## src/rtl/alu_bitserial.sv

```systemverilog
// Bit-serial ALU (AND/OR/ADD/SLT): one 1-bit slice walked LSB-first, one bit per clock.
// Optional build macro ALU_FAST_LOGIC_EN: AND/OR finish without entering the serial loop.
//
// state  | meaning
// -------+----------------------------------------------------------------
// S_IDLE | waiting for start; result/overflow/zero hold the last values
// S_RUN  | one operand bit per edge, carry kept in r_carry
module alu_bitserial #(
    parameter int WIDTH = 8
) (
    input  logic             clk,
    input  logic             rst_n,
    input  logic             start,
    input  logic [WIDTH-1:0] a,
    input  logic [WIDTH-1:0] b,
    input  logic [1:0]       op,
    input  logic             binvert,
    output logic             busy,
    output logic             done,
    output logic [WIDTH-1:0] result,
    output logic             overflow,
    output logic             zero
);

    localparam int              CW     = $clog2(WIDTH);
    localparam logic [CW-1:0]   LAST   = CW'(WIDTH - 1);
    localparam logic [1:0]      OP_AND = 2'd0;
    localparam logic [1:0]      OP_OR  = 2'd1;
    localparam logic [1:0]      OP_ADD = 2'd2;
    localparam logic [1:0]      OP_SLT = 2'd3;

    typedef enum logic {S_IDLE = 1'b0, S_RUN = 1'b1} state_t;

    state_t           r_state, w_state_nxt;
    logic [WIDTH-1:0] r_a, w_a_nxt;
    logic [WIDTH-1:0] r_b, w_b_nxt;
    logic [1:0]       r_op, w_op_nxt;
    logic             r_binv, w_binv_nxt;
    logic             r_carry, w_carry_nxt;
    logic [CW-1:0]    r_cnt, w_cnt_nxt;
    logic [WIDTH-1:0] r_result, w_result_nxt;
    logic             r_ovf, w_ovf_nxt;
    logic             r_zero, w_zero_nxt;
    logic             r_done, w_done_nxt;
`ifdef ALU_FAST_LOGIC_EN
    logic             r_fast_pend, w_fast_pend_nxt;
`endif

    logic             w_a_bit, w_b_bit, w_b2, w_sum, w_cout, w_slice, w_set;
    logic [WIDTH-1:0] w_shift, w_final;

    assign w_a_bit = r_a[r_cnt];
    assign w_b_bit = r_b[r_cnt];
    assign w_b2    = w_b_bit ^ r_binv;
    assign w_sum   = w_a_bit ^ w_b2 ^ r_carry;
    assign w_cout  = (w_a_bit & w_b2) | (w_a_bit & r_carry) | (w_b2 & r_carry);
    // True sign of a-b: only trust the sum bit when the operand signs differ.
    assign w_set   = (w_a_bit != w_b2) ? w_sum : w_a_bit;

    always_comb begin
        w_slice = 1'b0;
        case (r_op)
            OP_AND:  w_slice = w_a_bit & w_b_bit;
            OP_OR:   w_slice = w_a_bit | w_b_bit;
            OP_ADD:  w_slice = w_sum;
            default: w_slice = 1'b0;
        endcase
    end

    assign w_shift = {w_slice, r_result[WIDTH-1:1]};
    assign w_final = (r_op == OP_SLT) ? {{(WIDTH-1){1'b0}}, w_set} : w_shift;

    always_comb begin
        w_state_nxt  = r_state;
        w_a_nxt      = r_a;
        w_b_nxt      = r_b;
        w_op_nxt     = r_op;
        w_binv_nxt   = r_binv;
        w_carry_nxt  = r_carry;
        w_cnt_nxt    = r_cnt;
        w_result_nxt = r_result;
        w_ovf_nxt    = r_ovf;
        w_zero_nxt   = r_zero;
        w_done_nxt   = 1'b0;
`ifdef ALU_FAST_LOGIC_EN
        w_fast_pend_nxt = 1'b0;
`endif
        case (r_state)
            S_IDLE: begin
`ifdef ALU_FAST_LOGIC_EN
                if (r_fast_pend) begin
                    // result already written; hold off new work until done pulses
                    w_done_nxt = 1'b1;
                end else if (start && (op == OP_AND || op == OP_OR)) begin
                    w_result_nxt    = (op == OP_AND) ? (a & b) : (a | b);
                    w_zero_nxt      = (w_result_nxt == '0);
                    w_ovf_nxt       = 1'b0;
                    w_fast_pend_nxt = 1'b1;
                end else
`endif
                if (start) begin
                    w_a_nxt     = a;
                    w_b_nxt     = b;
                    w_op_nxt    = op;
                    w_binv_nxt  = binvert;
                    w_carry_nxt = binvert;
                    w_cnt_nxt   = '0;
                    w_state_nxt = S_RUN;
                end
            end
            S_RUN: begin
                w_carry_nxt  = w_cout;
                w_cnt_nxt    = r_cnt + 1'b1;
                w_result_nxt = w_shift;
                if (r_cnt == LAST) begin
                    w_result_nxt = w_final;
                    w_ovf_nxt    = (r_op == OP_ADD) && (w_a_bit == w_b2) && (w_sum != w_a_bit);
                    w_zero_nxt   = (w_final == '0);
                    w_done_nxt   = 1'b1;
                    w_cnt_nxt    = '0;
                    w_state_nxt  = S_IDLE;
                end
            end
            default: w_state_nxt = S_IDLE;
        endcase
    end

    always_ff @(posedge clk or negedge rst_n) begin
        if (!rst_n) begin
            r_state  <= S_IDLE;
            r_a      <= '0;
            r_b      <= '0;
            r_op     <= '0;
            r_binv   <= 1'b0;
            r_carry  <= 1'b0;
            r_cnt    <= '0;
            r_result <= '0;
            r_ovf    <= 1'b0;
            r_zero   <= 1'b0;
            r_done   <= 1'b0;
        end else begin
            r_state  <= w_state_nxt;
            r_a      <= w_a_nxt;
            r_b      <= w_b_nxt;
            r_op     <= w_op_nxt;
            r_binv   <= w_binv_nxt;
            r_carry  <= w_carry_nxt;
            r_cnt    <= w_cnt_nxt;
            r_result <= w_result_nxt;
            r_ovf    <= w_ovf_nxt;
            r_zero   <= w_zero_nxt;
            r_done   <= w_done_nxt;
        end
    end

`ifdef ALU_FAST_LOGIC_EN
    always_ff @(posedge clk or negedge rst_n) begin
        if (!rst_n) r_fast_pend <= 1'b0;
        else        r_fast_pend <= w_fast_pend_nxt;
    end
`endif

    assign busy     = (r_state == S_RUN);
    assign done     = r_done;
    assign result   = r_result;
    assign overflow = r_ovf;
    assign zero     = r_zero;

endmodule

```

## config.mk

```make
export PLATFORM = sky130hd
export DESIGN_NAME = alu_bitserial
export DESIGN_NICKNAME = d
export VERILOG_FILES = /design/src/rtl/alu_bitserial.sv
export SDC_FILE = /design/constraint.sdc
export NUM_CORES = 1
export LEC_CHECK = 0
export BUFFER_PORTS_ARGS = -buffer_cell sky130_fd_sc_hd__buf_2
export CAP_MARGIN = 20
export CORE_ASPECT_RATIO = 0.8
export CORE_MARGIN = 2
export CORE_UTILIZATION = 53
export DETAILED_ROUTE_END_ITERATION = 7
export PLACE_DENSITY = 0.86
export SKIP_LAST_GASP = 1
export SYNTH_ARGS = -nofsm -noshare
export SYNTH_HDL_FRONTEND = slang
export SYNTH_SLANG_ARGS = --single-unit
```

## constraint.sdc

```tcl
create_clock -name clk -period 3.4 [get_ports clk]
set_input_delay 0.51 -clock clk [delete_from_list [all_inputs] [get_ports clk]]
set_output_delay 0.51 -clock clk [all_outputs]
set_load 0.02 [all_outputs]
```

# Word-level counts from Yosys, hierarchy flattened
# Index checks and enable logic that the tools add are counted.
[word_totals]
ff_bits = 35
input_bits = 22
output_inout_bits = 12
elab_cells = 56
[classes]
addsub = 1
order_cmp = 1
n_eq_ne = 8
mux = 18
bitwise_logic = 11
reduce_logical = 6
[ops]
columns = ["cell", "n"]
rows = [
  ["$mux 8", 2],
  ["$logic_not 8->1", 1],
  ["$mux 1", 8],
  ["$bmux 1 s3", 2],
  ["$mux 3", 2],
  ["$pmux 3 s2", 1],
  ["$and 1x1->1", 4],
  ["$eq 2x2->1 const B", 2],
  ["$lt 3x4->1 const B", 1],
  ["$pmux 1 s2", 2],
  ["$reduce_and 2->1", 2],
  ["$add 3x1->3 const B", 1],
  ["$eq 3x3->1 const B", 1],
  ["$or 1x1->1", 3],
  ["$pmux 1 s3", 1],
  ["$xor 1x1->1", 3],
  ["$eq 2x1->1 const B", 1],
  ["$logic_and 1x1->1", 2],
  ["$logic_not 2->1", 1],
  ["$ne 1x1->1", 2],
  ["$ne 2x2->1 const B", 1],
  ["$eq 1x1->1", 1],
  ["$not 1->1", 1],
]

# Longest topological paths before layout
# Gate-level depths: netlist of the first run.
[logic_depth]
depth_word = 8
depth_mapped = 10
depth_no_buf = 9

# Worst setup path before layout of the first run
# OpenSTA, ideal clock, no wires.
[synth_timing]
kind = "reg-to-reg"
from = "reg r_cnt[0]"
to = "reg r_result[7], in the netlist result[7]"
setup_time_ns = 0.125
arrival_time_ns = 2.305
required_time_ns = 3.275
slack_ns = 0.970
stages_incl_launch_ff = 11
n_path_buf = 1
synth_period_minus_slack_ns = 2.430
cell_sequence = "dfrtp_1 -> buf_6 -> mux4_2 -> mux2i_1 -> xnor2_1 -> inv_1 -> fa_1 -> nor2_1 -> nand2_1 -> o21ai_1 -> mux2_2"
[synth_between]
elab_chain_cells = 8
word_cells_on_any_way = 13
classes_between = "eq/ne: 1; mux: 7; bitwise: 5"
[synth_rtl]
columns = ["element", "line_no", "source"]
rows = [
  ["from (decl)", "40", "logic [CW-1:0] r_cnt, w_cnt_nxt;"],
  ["from (signal assigned)", "148", "r_cnt <= w_cnt_nxt;"],
  ["$bmux 1 s3", "53", "assign w_b_bit = r_b[r_cnt];"],
  ["$mux 1 (not written as such)", "53", ""],
  ["$xor 1x1->1", "54", "assign w_b2 = w_b_bit ^ r_binv;"],
  ["$xor 1x1->1 (2 in series)", "55", "assign w_sum = w_a_bit ^ w_b2 ^ r_carry;"],
  ["$pmux 1 s3", "62", "case (r_op)"],
  ["$mux 8", "71", "assign w_final = (r_op == OP_SLT) ? {{(WIDTH-1){1'b0}}, w_set} : w_shift;"],
  ["$mux 8 *", "115", "if (r_cnt == LAST) begin"],
  ["to (signal assigned)", "149", "r_result <= w_result_nxt;"],
  ["to (decl)", "41", "logic [WIDTH-1:0] r_result, w_result_nxt;"],
]
# Mark *: on every way between the ends. The rest lies on a longest branch, timed or not. The select of a mux whose other input is x is not followed.
# A chain may end at the register's enable or synchronous reset.

# Worst setup path after layout of the first run
# Same ends and word-level chain as after synthesis.

==> results of run 1 <==
[synth_stat cells (2+ instances only)]
cell      count  area [um2]
mux4_2        4        90.1
mux2_2       19         214
nand2b_1      5        31.3
o21ai_1       3        15.0
inv_1        12        45.0
o21ai_0      10        50.1
ha_1          3        37.5
a211oi_1      2        15.0
clkbuf_1      4        15.0
nand2_1      14        52.6
o211ai_1      2        15.0
nor2b_1       2        12.5
dfrtp_1      35         876
nor2_1        4        15.0
[power groups by stage]
stage | clock network (mW) | logic, mW | registers (mW)
floorplan | 0 | 0.719 | 0.788
global placement | 0 | 0.880 | 0.784
detailed placement | 0 | 0.947 | 0.801
CTS | 0.333 | 0.952 | 0.794
global route | 0.358 | 1.06 | 0.826
finish | 0.326 | 0.952 | 0.795
[cell families after synthesis]
group                    Yosys count
adder cells (fa/ha/maj)            5
buffers and inverters             17
AND/OR/NAND/NOR                   28
flip-flops                        35
XOR/XNOR                           2
AO/OA/AOI/OAI                     21
multiplexers                      25
[metrics by stage]
| step | hold WS, ns | worst slack, ns | utilization [%] |
|---|---|---|---|
| final | 0.288 | 0.723 | 67.9 |
| after CTS | 0.310 | 0.701 | 67.9 |
| after floorplan | 0.214 | 0.970 | - |
| after global routing | 0.344 | 0.500 | 67.9 |
| after detailed placement | 0.489 | 0.702 | 64.4 |
| after global placement | 0.476 | 0.832 | 64.4 |
[path summary, 6_finish.rpt]
check | endpoint | slack [ns] | cells after the start
max | result[7] | 0.72 | 9
min | r_a[3] | 0.29 | 1
max reg2reg | result[7] | 0.72 | 9
min reg2reg | overflow | 0.50 | 1
max in group asynchronous | r_a[2] | 2.62 | 1
min in group clk | r_op[0] | 0.45 | 3
[registers in the layout (all words and copies together), names as in the netlist]
register / flops
r_a: 8
r_binv: 1
r_op: 2
busy: 1
r_cnt: 3
result: 8
r_b: 8
done: 1
zero: 1
r_carry: 1
overflow: 1
[area by class of cell]
class                   instances  area share [%]
clock buffers                   8            5.21
inverters                      12            2.35
multi-input cells              81            35.4
flip-flops and latches         35            45.6
well taps                      38            2.48
repair buffers                 34            8.99
[per-layer routing]
metal | vias up | routed length (um) | share of wire, %
met5 | - | 0 | 0
met3 | 12 | 149 | 4.8
met2 | 34 | 1550 | 50
met1 | 549 | 1340 | 43
li1 | 525 | - | -
met4 | 0 | 89 | 2.8
==> summary.md, run 1 <==
| Metric | Value |
|---|---|
| Skew-Pair Late Insertion Delay | `0.29 ns` |
| Power Internal | `1.27 mW` |
| Hold_buf cts | `0` |
| Reg2reg start | `r_cnt[0]` |
| Worst setup SP type | `register` |
| Via Count | `1120` |
| Slew headroom | `48.7%` |
| Num rows | `17` |
| RSZ-0062 raised after global routing | `false` |
| Initial antenna violation count | `0` |
| Nets | `195` |
| First-pass DRT Iterations | `4` |
| DP Area | `0.00182 mm2` |
| Commonest non-fill, non-tap cells in the layout | `35 x dfrtp_1, 33 x buf_2, 19 x mux2_2, 14 x nand2_1, 12 x inv_1` |
| DRT antenna net count | `0` |
| Fillers | `209` |
| Status | `finished clean` |
| Gpl congestion | `0.767` |
| Largest family of logic cells by synthesized area | `multiplexers` |
| Total gr overflow | `0` |
| Clock share of power | `15.7%` |
| Comb power frac | `45.9%` |
| Sequential fraction of design power | `38.4%` |
| H-tree Lvls | `2` |
| Post-CTS setup repair buffer count | `0` |
| Synth Instances | `133` |
| Post-CTS Resized | `0` |
| Largest net degree at the start of global routing | `36` |
| DRT iter0 DRCs | `50` |
| Final hold vios | `0` |
| CTS root buf | `clkbuf_8` |
| Die span in x | `65.9 um` |
| Crit. End Element | `register` |
| Top Ports | `34` |
| Layout Cells excl Fill | `208` |
| Met2 usage | `34.8%` |
| Met1 GRT Util | `26.4%` |
| Total power | `2.07 mW` |
| DIE AREA | `0.00353 mm2` |
| Mux cell area share after synthesis | `20.7%` |
| Maximum clock path buffer count | `2` |
| Routed len/inst | `15.0 um` |
| Slew Viols, Final | `0` |
| Area of the multi-input gates | `679 um2` |
| Final design area excluding fillers | `0.00192 mm2` |
| Diodes inserted | `0` |
| Total core area | `0.00283 mm2` |
| Share of layout cells above drive strength 1 | `38.2%` |
| Critical path arrival | `2.85 ns` |
| Die height | `53.6 um` |
| Global route hottest layer | `met2` |
| Number of CTS-inserted buffers | `5` |
| Sw power | `0.804 mW` |
| Setup crit start | `r_cnt[0]` |
| Most common cell after layout, fill and taps aside | `dfrtp_1` |
| Post-synthesis adder-cell area fraction | `4.15%` |
| Clock Skew | `0.00447 ns` |
| Synth Area in XOR/XNOR | `1.08%` |
| Post-synthesis sequential area ratio | `53.8%` |
| Final setup viols | `0` |
| Path type of the worst setup path | `register to register` |
| Clock sink count | `35` |
| Post-synth EDFFs | `0` |
| Post-synthesis cell area | `0.00163 mm2` |
| Avg Synthesized Cell Area | `12.2 um2` |
| GRT Total Usage | `21.0%` |
| Met3 Track Usage GR | `5.02%` |
| Initial Utilization | `57.5%` |
| Drt total wl | `3120 um` |
| Total placed cells including tap cells | `200` |
| Via density | `5.38` |
| FF+latch count, synth | `35` |
| Worst path bufs/invs | `1` |
| Sum Neg Setup Slack | `0 ns` |
| Measured slew at the worst slew-check pin | `0.769 ns` |
| CP peak stage delay | `0.54 ns` |
| Vias in the first global route | `1142` |
| Critical Path, Cell by Cell | `mux4_2 -> mux2i_1 -> xnor2_1 -> inv_1 -> fa_1 -> nor2_1 -> nand2_1 -> o21ai_1 -> mux2_2` |
| Simple-gate share of the synthesized area | `8.15%` |
| Hpwl dp | `2220 um` |
| Max-capacitance violation count | `0` |
| CP max FO | `7` |
| Slowest cell on crit path | `mux4_2` |
| CTS tree | `yes` |
| Period minus WS final | `2.68 ns` |
| Worst-path clk slew | `0.07 ns` |
| CP top delay family | `multiplexers` |
| VDD IR-drop max | `0.000513 V` |
| I/O Buffers | `33` |
| DRC errors left | `0` |
| Pwr/cell area | `1080 mW/mm2` |
| Sw frac | `38.8%` |
| First-pass GRT wire length | `5360 um` |
| Syn nets | `159` |
| Top FF cell, synth | `dfrtp_1` |
| Leak | `0.904 nW` |
| Post-synth cell types | `28` |
| Fmax | `374 MHz` |
| Register area | `876 um2` |
| Crit path required time | `3.57 ns` |
| Ys async rst share | `100%` |
| Min-delay worst type | `input port to async pin` |
| Area grow syn2layout | `18.1%` |
| Ys Warns | `0` |
| Tcrit/Tclk final | `78.7%` |
| Compound-gate portion of the synthesized area | `7.69%` |
Power figures use the tool's default switching activity.
==> run 2, diff against run 1 <==
clock period = 2.6 ns   (was 3.4 ns; I/O delays follow)
==> summary.md, run 2 (synthesis results as in run 1) <==
| Metric | Value |
|---|---|
| Clock Skew | `0.00571 ns (was 0.00447 ns)` |
| Critical Path, Cell by Cell | `mux4_2 -> mux2i_2 -> xnor2_1 -> inv_1 -> fa_1 -> nor2_1 -> nand2_1 -> o21ai_1 -> mux2_2 (was mux4_2 -> mux2i_1 -> xnor2_1 -> inv_1 -> fa_1 -> nor2_1 -> nand2_1 -> o21ai_1 -> mux2_2)` |
| Min-delay worst type | `input port to async pin (unchanged)` |
| Path type of the worst setup path | `register to register (unchanged)` |
| Slew Viols, Final | `0 (unchanged)` |
| Total power | `2.69 mW (was 2.07 mW)` |
| Slowest cell on crit path | `fa_1 (was mux4_2)` |
| Diodes inserted | `0 (unchanged)` |
| Sequential fraction of design power | `38.4% (about the same)` |
| Drt total wl | `2990 um (was 3120 um)` |
| Share of layout cells above drive strength 1 | `39.8% (was 38.2%)` |
| DIE AREA | `0.00353 mm2 (unchanged)` |
| Num rows | `17 (unchanged)` |
| Fmax | `402 MHz (was 374 MHz)` |
| CTS root buf | `clkbuf_8 (unchanged)` |
| Final hold vios | `0 (unchanged)` |
| Clock sink count | `35 (unchanged)` |
| Top Ports | `34 (unchanged)` |
| Vias in the first global route | `1139 (was 1142)` |
| DRT iter0 DRCs | `43 (was 50)` |
| CP peak stage delay | `0.52 ns (was 0.54 ns)` |
| DP Area | `0.00184 mm2 (was 0.00182 mm2)` |
| Max-capacitance violation count | `0 (unchanged)` |
| First-pass GRT wire length | `5090 um (was 5360 um)` |
| DRC errors left | `0 (unchanged)` |
| Via density | `5.30 (was 5.38)` |
| Pwr/cell area | `1400 mW/mm2 (was 1080 mW/mm2)` |
| DRT antenna net count | `0 (unchanged)` |
| Final setup viols | `0 (unchanged)` |
| Worst setup SP type | `register (unchanged)` |
| Power Internal | `1.64 mW (was 1.27 mW)` |
| Critical path arrival | `2.65 ns (was 2.85 ns)` |
| Total core area | `0.00283 mm2 (unchanged)` |
| Nets | `198 (was 195)` |
| Measured slew at the worst slew-check pin | `0.751 ns (was 0.769 ns)` |
| I/O Buffers | `33 (unchanged)` |
| Final design area excluding fillers | `0.00192 mm2 (unchanged)` |
| Maximum clock path buffer count | `2 (unchanged)` |
| Routed len/inst | `14.3 um (was 15.0 um)` |
| Fin util | `67.9% (unchanged)` |
| Hpwl dp | `2230 um (was 2220 um)` |
| Die span in x | `65.9 um (unchanged)` |
| First-pass DRT Iterations | `4 (unchanged)` |
| Tcrit/Tclk final | `95.8% (was 78.7%)` |
| Skew-Pair Late Insertion Delay | `0.28 ns (was 0.29 ns)` |
| Clock share of power | `13.0% (was 15.7%)` |
| Via Count | `1107 (was 1120)` |
| VDD IR-drop max | `0.000672 V (was 0.000513 V)` |
| Worst Reg-to-Reg Cells | `9 (unchanged)` |
| RSZ-0062 raised after global routing | `true (was false)` |
| Slew headroom | `49.9% (was 48.7%)` |
| GRT Total Usage | `19.9% (was 21.0%)` |
| Comb power frac | `48.6% (was 45.9%)` |
| Total gr overflow | `0 (unchanged)` |
| Largest net degree at the start of global routing | `36 (unchanged)` |
| Commonest non-fill, non-tap cells in the layout | `34 x dfrtp_1, 33 x buf_2, 19 x mux2_2, 14 x nand2_1, 12 x inv_1 (was 35 x dfrtp_1, 33 x buf_2, 19 x mux2_2, 14 x nand2_1, 12 x inv_1)` |
| Die height | `53.6 um (unchanged)` |
| Number of CTS-inserted buffers | `5 (unchanged)` |
| Worst-path clk slew | `0.06 ns (was 0.07 ns)` |
| Hold slack | `0.174 ns (was 0.288 ns)` |
| Sw frac | `39.0% (was 38.8%)` |
| Area grow syn2layout | `18.1% (unchanged)` |
| Period minus WS final | `2.49 ns (was 2.68 ns)` |
| CTS tree | `yes (unchanged)` |
| Sw power | `1.05 mW (was 0.804 mW)` |
| Crit. End Element | `register (unchanged)` |
| CP max FO | `3 (was 7)` |
| Initial Utilization | `57.5% (unchanged)` |
| Sum Neg Setup Slack | `0 ns (unchanged)` |
| Fillers | `186 (was 209)` |
| Leak | `0.903 nW (was 0.904 nW)` |
| Status | `finished clean (unchanged)` |
| Gpl congestion | `0.742 (was 0.767)` |
| H-tree Lvls | `2 (unchanged)` |
| Most common cell after layout, fill and taps aside | `dfrtp_1 (unchanged)` |
| Crit path required time | `2.76 ns (was 3.57 ns)` |
| Initial antenna violation count | `0 (unchanged)` |
| Post-CTS setup repair buffer count | `0 (unchanged)` |
## run 2: cell count changes in the layout (fill, tap and decap cells not counted), sizes merged
cell and change:
buf +3, clkbuf -2
## run 2: area by class of cell
class	instances	area [um2]	area share, %
flip-flops and latches	35	877	45.7
clock buffers	6	72.6	3.78
inverters	12	45.0	2.35
repair buffers	37	195	10.2
multi-input cells	81	683	35.6
well taps	38	47.5	2.48
## run 2: through the flow
step | worst slack [ns] | cells
after floorplan | 0.170 | 133
after global placement | 0.181 | 203
after detailed placement | 0.0531 | 203
after CTS | 0.0483 | 209
after global routing | -0.0100 | 209
final | 0.110 | 209
## run 2: final timing paths
| check | startpoint | endpoint | slack (ns) |
|---|---|---|---|
| setup / recovery | r_cnt[0] | result[7] | 0.11 |
| hold / removal | rst_n | r_a[0] | 0.17 |
| setup reg to reg | r_cnt[0] | result[7] | 0.11 |
| hold reg to reg | zero | zero | 0.49 |
| max in group asynchronous | rst_n | r_cnt[0] | 1.90 |
| min in group clk | op[0] | r_op[0] | 0.33 |
## run 2: worst max-delay path, delay by kind of cell (launching register included)
kind | cells | cell delay, ns
adder cells (fa/ha/maj) | 1 | 0.52
flip-flops | 1 | 0.40
multiplexers | 3 | 1.00
buffers and inverters | 1 | 0.08
XOR/XNOR | 1 | 0.18
AND/OR/NAND/NOR | 2 | 0.13
AO/OA/AOI/OAI | 1 | 0.07
## run 2: timing repair
| action | in CTS | in global routing |
|---|---|---|
| hold endpoints to repair | 0 | 0 |
| hold buffers | 0 | 0 |
| setup endpoints to repair | 0 | 2 |
| gates resized for setup | 0 | 3 |
## run 2: power by group through the flow
stage	registers, mW	clock network, mW	logic (mW)
2_1_floorplan	1.03	0	0.940
3_3_place_gp	1.01	0	1.21
3_5_place_dp	1.03	0	1.29
4_1_cts	1.02	0.355	1.29
5_1_grt	1.06	0.384	1.44
6_report	1.03	0.349	1.31
## run 2: metal layers
metal / GRT usage (%) / vias up / wire length, um
met1: 25.3 / 533 / 1410
met5: 0 / - / 0
met2: 31.8 / 33 / 1380
met4: 12.6 / 0 / 63
li1: - / 533 / -
met3: 4.18 / 8 / 138
==> run 3, diff against run 2 <==
CORE_UTILIZATION = 55   (was 53)
PLACE_DENSITY = 0.88   (was 0.86)
SLEW_MARGIN = 30   (was unset)
clock period = 2.95 ns   (was 2.6 ns; I/O delays follow)
==> summary.md, run 3 (synthesis results as in run 1) <==
| Metric | Value |
|---|---|
| Fmax | `376 MHz (was 402 MHz)` |
| Final hold vios | `0 (unchanged)` |
| CP top delay family | `multiplexers (unchanged)` |
| DRT iter0 DRCs | `59 (was 43)` |
| Total gr overflow | `0 (unchanged)` |
| Initial antenna violation count | `0 (unchanged)` |
| Nets | `195 (was 198)` |
| Slowest cell on crit path | `mux4_2 (was fa_1)` |
| Slew headroom | `50.3% (was 49.9%)` |
| Drt total wl | `2830 um (was 2990 um)` |
| Worst Reg-to-Reg Cells | `9 (unchanged)` |
| Top Ports | `34 (unchanged)` |
| Reg2reg start | `r_cnt[0] (unchanged)` |
| Max-capacitance violation count | `0 (unchanged)` |
| GRT Total Usage | `19.9% (about the same)` |
| DP Area | `0.00182 mm2 (was 0.00184 mm2)` |
| Tcrit/Tclk final | `90.2% (was 95.8%)` |
| VDD IR-drop max | `0.000575 V (was 0.000672 V)` |
| CP max FO | `7 (was 3)` |
| Worst path bufs/invs | `1 (unchanged)` |
| Total core area | `0.00279 mm2 (was 0.00283 mm2)` |
| Clock sink count | `35 (unchanged)` |
| Critical path arrival | `2.83 ns (was 2.65 ns)` |
| Largest net degree at the start of global routing | `36 (unchanged)` |
| CP peak stage delay | `0.56 ns (was 0.52 ns)` |
| Crit path required time | `3.12 ns (was 2.76 ns)` |
| DRT antenna net count | `0 (unchanged)` |
| Worst-path clk slew | `0.06 ns (about the same)` |
| Register-to-Register Setup Slack | `0.29 ns (was 0.11 ns)` |
| Layout Cells excl Fill | `208 (was 209)` |
| Maximum clock path buffer count | `2 (unchanged)` |
| Final WS setup | `0.289 ns (was 0.110 ns)` |
| Fin util | `68.9% (was 67.9%)` |
| Measured slew at the worst slew-check pin | `0.745 ns (was 0.751 ns)` |
| Min-delay worst type | `input port to async pin (unchanged)` |
| Hpwl dp | `2100 um (was 2230 um)` |
| Routed len/inst | `13.6 um (was 14.3 um)` |
| Diodes inserted | `0 (unchanged)` |
| I/O Buffers | `33 (unchanged)` |
| Total power | `2.35 mW (was 2.69 mW)` |
| Sum Neg Setup Slack | `0 ns (unchanged)` |
| Critical Path, Cell by Cell | `mux4_2 -> mux2i_1 -> xnor2_1 -> inv_1 -> fa_1 -> nor2_1 -> nand2_1 -> o21ai_1 -> mux2_2 (was mux4_2 -> mux2i_2 -> xnor2_1 -> inv_1 -> fa_1 -> nor2_1 -> nand2_1 -> o21ai_1 -> mux2_2)` |
| Hold_buf cts | `0 (unchanged)` |
| DIE AREA | `0.00341 mm2 (was 0.00353 mm2)` |
| Skew-Pair Late Insertion Delay | `0.28 ns (about the same)` |
| H-tree Lvls | `2 (unchanged)` |
| Vias in the first global route | `1104 (was 1139)` |
| CTS tree | `yes (unchanged)` |
| Die height | `52.6 um (was 53.6 um)` |
| Gpl congestion | `0.823 (was 0.742)` |
| Commonest non-fill, non-tap cells in the layout | `35 x dfrtp_1, 33 x buf_2, 19 x mux2_2, 14 x nand2_1, 12 x inv_1 (was 34 x dfrtp_1, 33 x buf_2, 19 x mux2_2, 14 x nand2_1, 12 x inv_1)` |
| RSZ-0062 raised after global routing | `false (was true)` |
| Share of layout cells above drive strength 1 | `38.2% (was 39.8%)` |
| Worst setup SP type | `register (unchanged)` |
| Setup crit start | `r_cnt[0] (unchanged)` |
| First-pass DRT Iterations | `4 (unchanged)` |
| CTS root buf | `clkbuf_8 (unchanged)` |
| Crit. End Element | `register (unchanged)` |
| Post-CTS Resized | `0 (unchanged)` |
| Place WS | `0.284 ns (was 0.0531 ns)` |
| Num rows | `17 (unchanged)` |
| Period minus WS final | `2.66 ns (was 2.49 ns)` |
| Worst r2r dst | `result[7] (unchanged)` |
| Via Count | `1110 (was 1107)` |
| Number of CTS-inserted buffers | `5 (unchanged)` |
| Via density | `5.34 (was 5.30)` |
| Leak | `0.904 nW (was 0.903 nW)` |
| Die span in x | `64.8 um (was 65.9 um)` |
| Most common cell after layout, fill and taps aside | `dfrtp_1 (unchanged)` |
| Pwr/cell area | `1220 mW/mm2 (was 1400 mW/mm2)` |
| Slew Viols, Final | `0 (unchanged)` |
| Path type of the worst setup path | `register to register (unchanged)` |
| Final design area excluding fillers | `0.00192 mm2 (unchanged)` |
| Post-CTS setup repair buffer count | `0 (unchanged)` |
| Area grow syn2layout | `18.1% (unchanged)` |
| Initial Utilization | `58.4% (was 57.5%)` |
| First-pass GRT wire length | `4910 um (was 5090 um)` |
| Clock Skew | `0.00390 ns (was 0.00571 ns)` |
| Hold slack | `0.223 ns (was 0.174 ns)` |
| DRC errors left | `0 (unchanged)` |
| Status | `finished clean (unchanged)` |
| Final setup viols | `0 (unchanged)` |
| Total placed cells including tap cells | `200 (was 203)` |
==> run 3: routing by layer <==
layer | part of all wire [%] | up-vias | global-route usage [%]
met5 | 0 | - | 0
met4 | 0.74 | 0 | 5.32
met3 | 5.1 | 3 | 7.74
met2 | 51 | 32 | 33.8
met1 | 43 | 548 | 23.9
li1 | - | 527 | -
==> run 3: worst max-delay path by stage <==
stage	to	slack (ns)	cells after the start
after floorplan	result[7]	0.52	10
after global placement	result[7]	0.38	9
after detailed placement	result[7]	0.28	9
after CTS	result[7]	0.28	9
after global routing	result[7]	0.15	9
final	result[7]	0.29	9
==> run 3: layout make-up <==
type,instances,area [um2]
well taps,38,47.5
multi-input cells,81,679
inverters,12,45.0
fillers,222,866
flip-flops and latches,35,876
repair buffers,34,173
clock buffers,8,100
==> run 3: power by group <==
group          switching [mW]  internal [mW]
registers               0.206          0.708
logic                   0.530          0.537
clock network           0.157          0.213
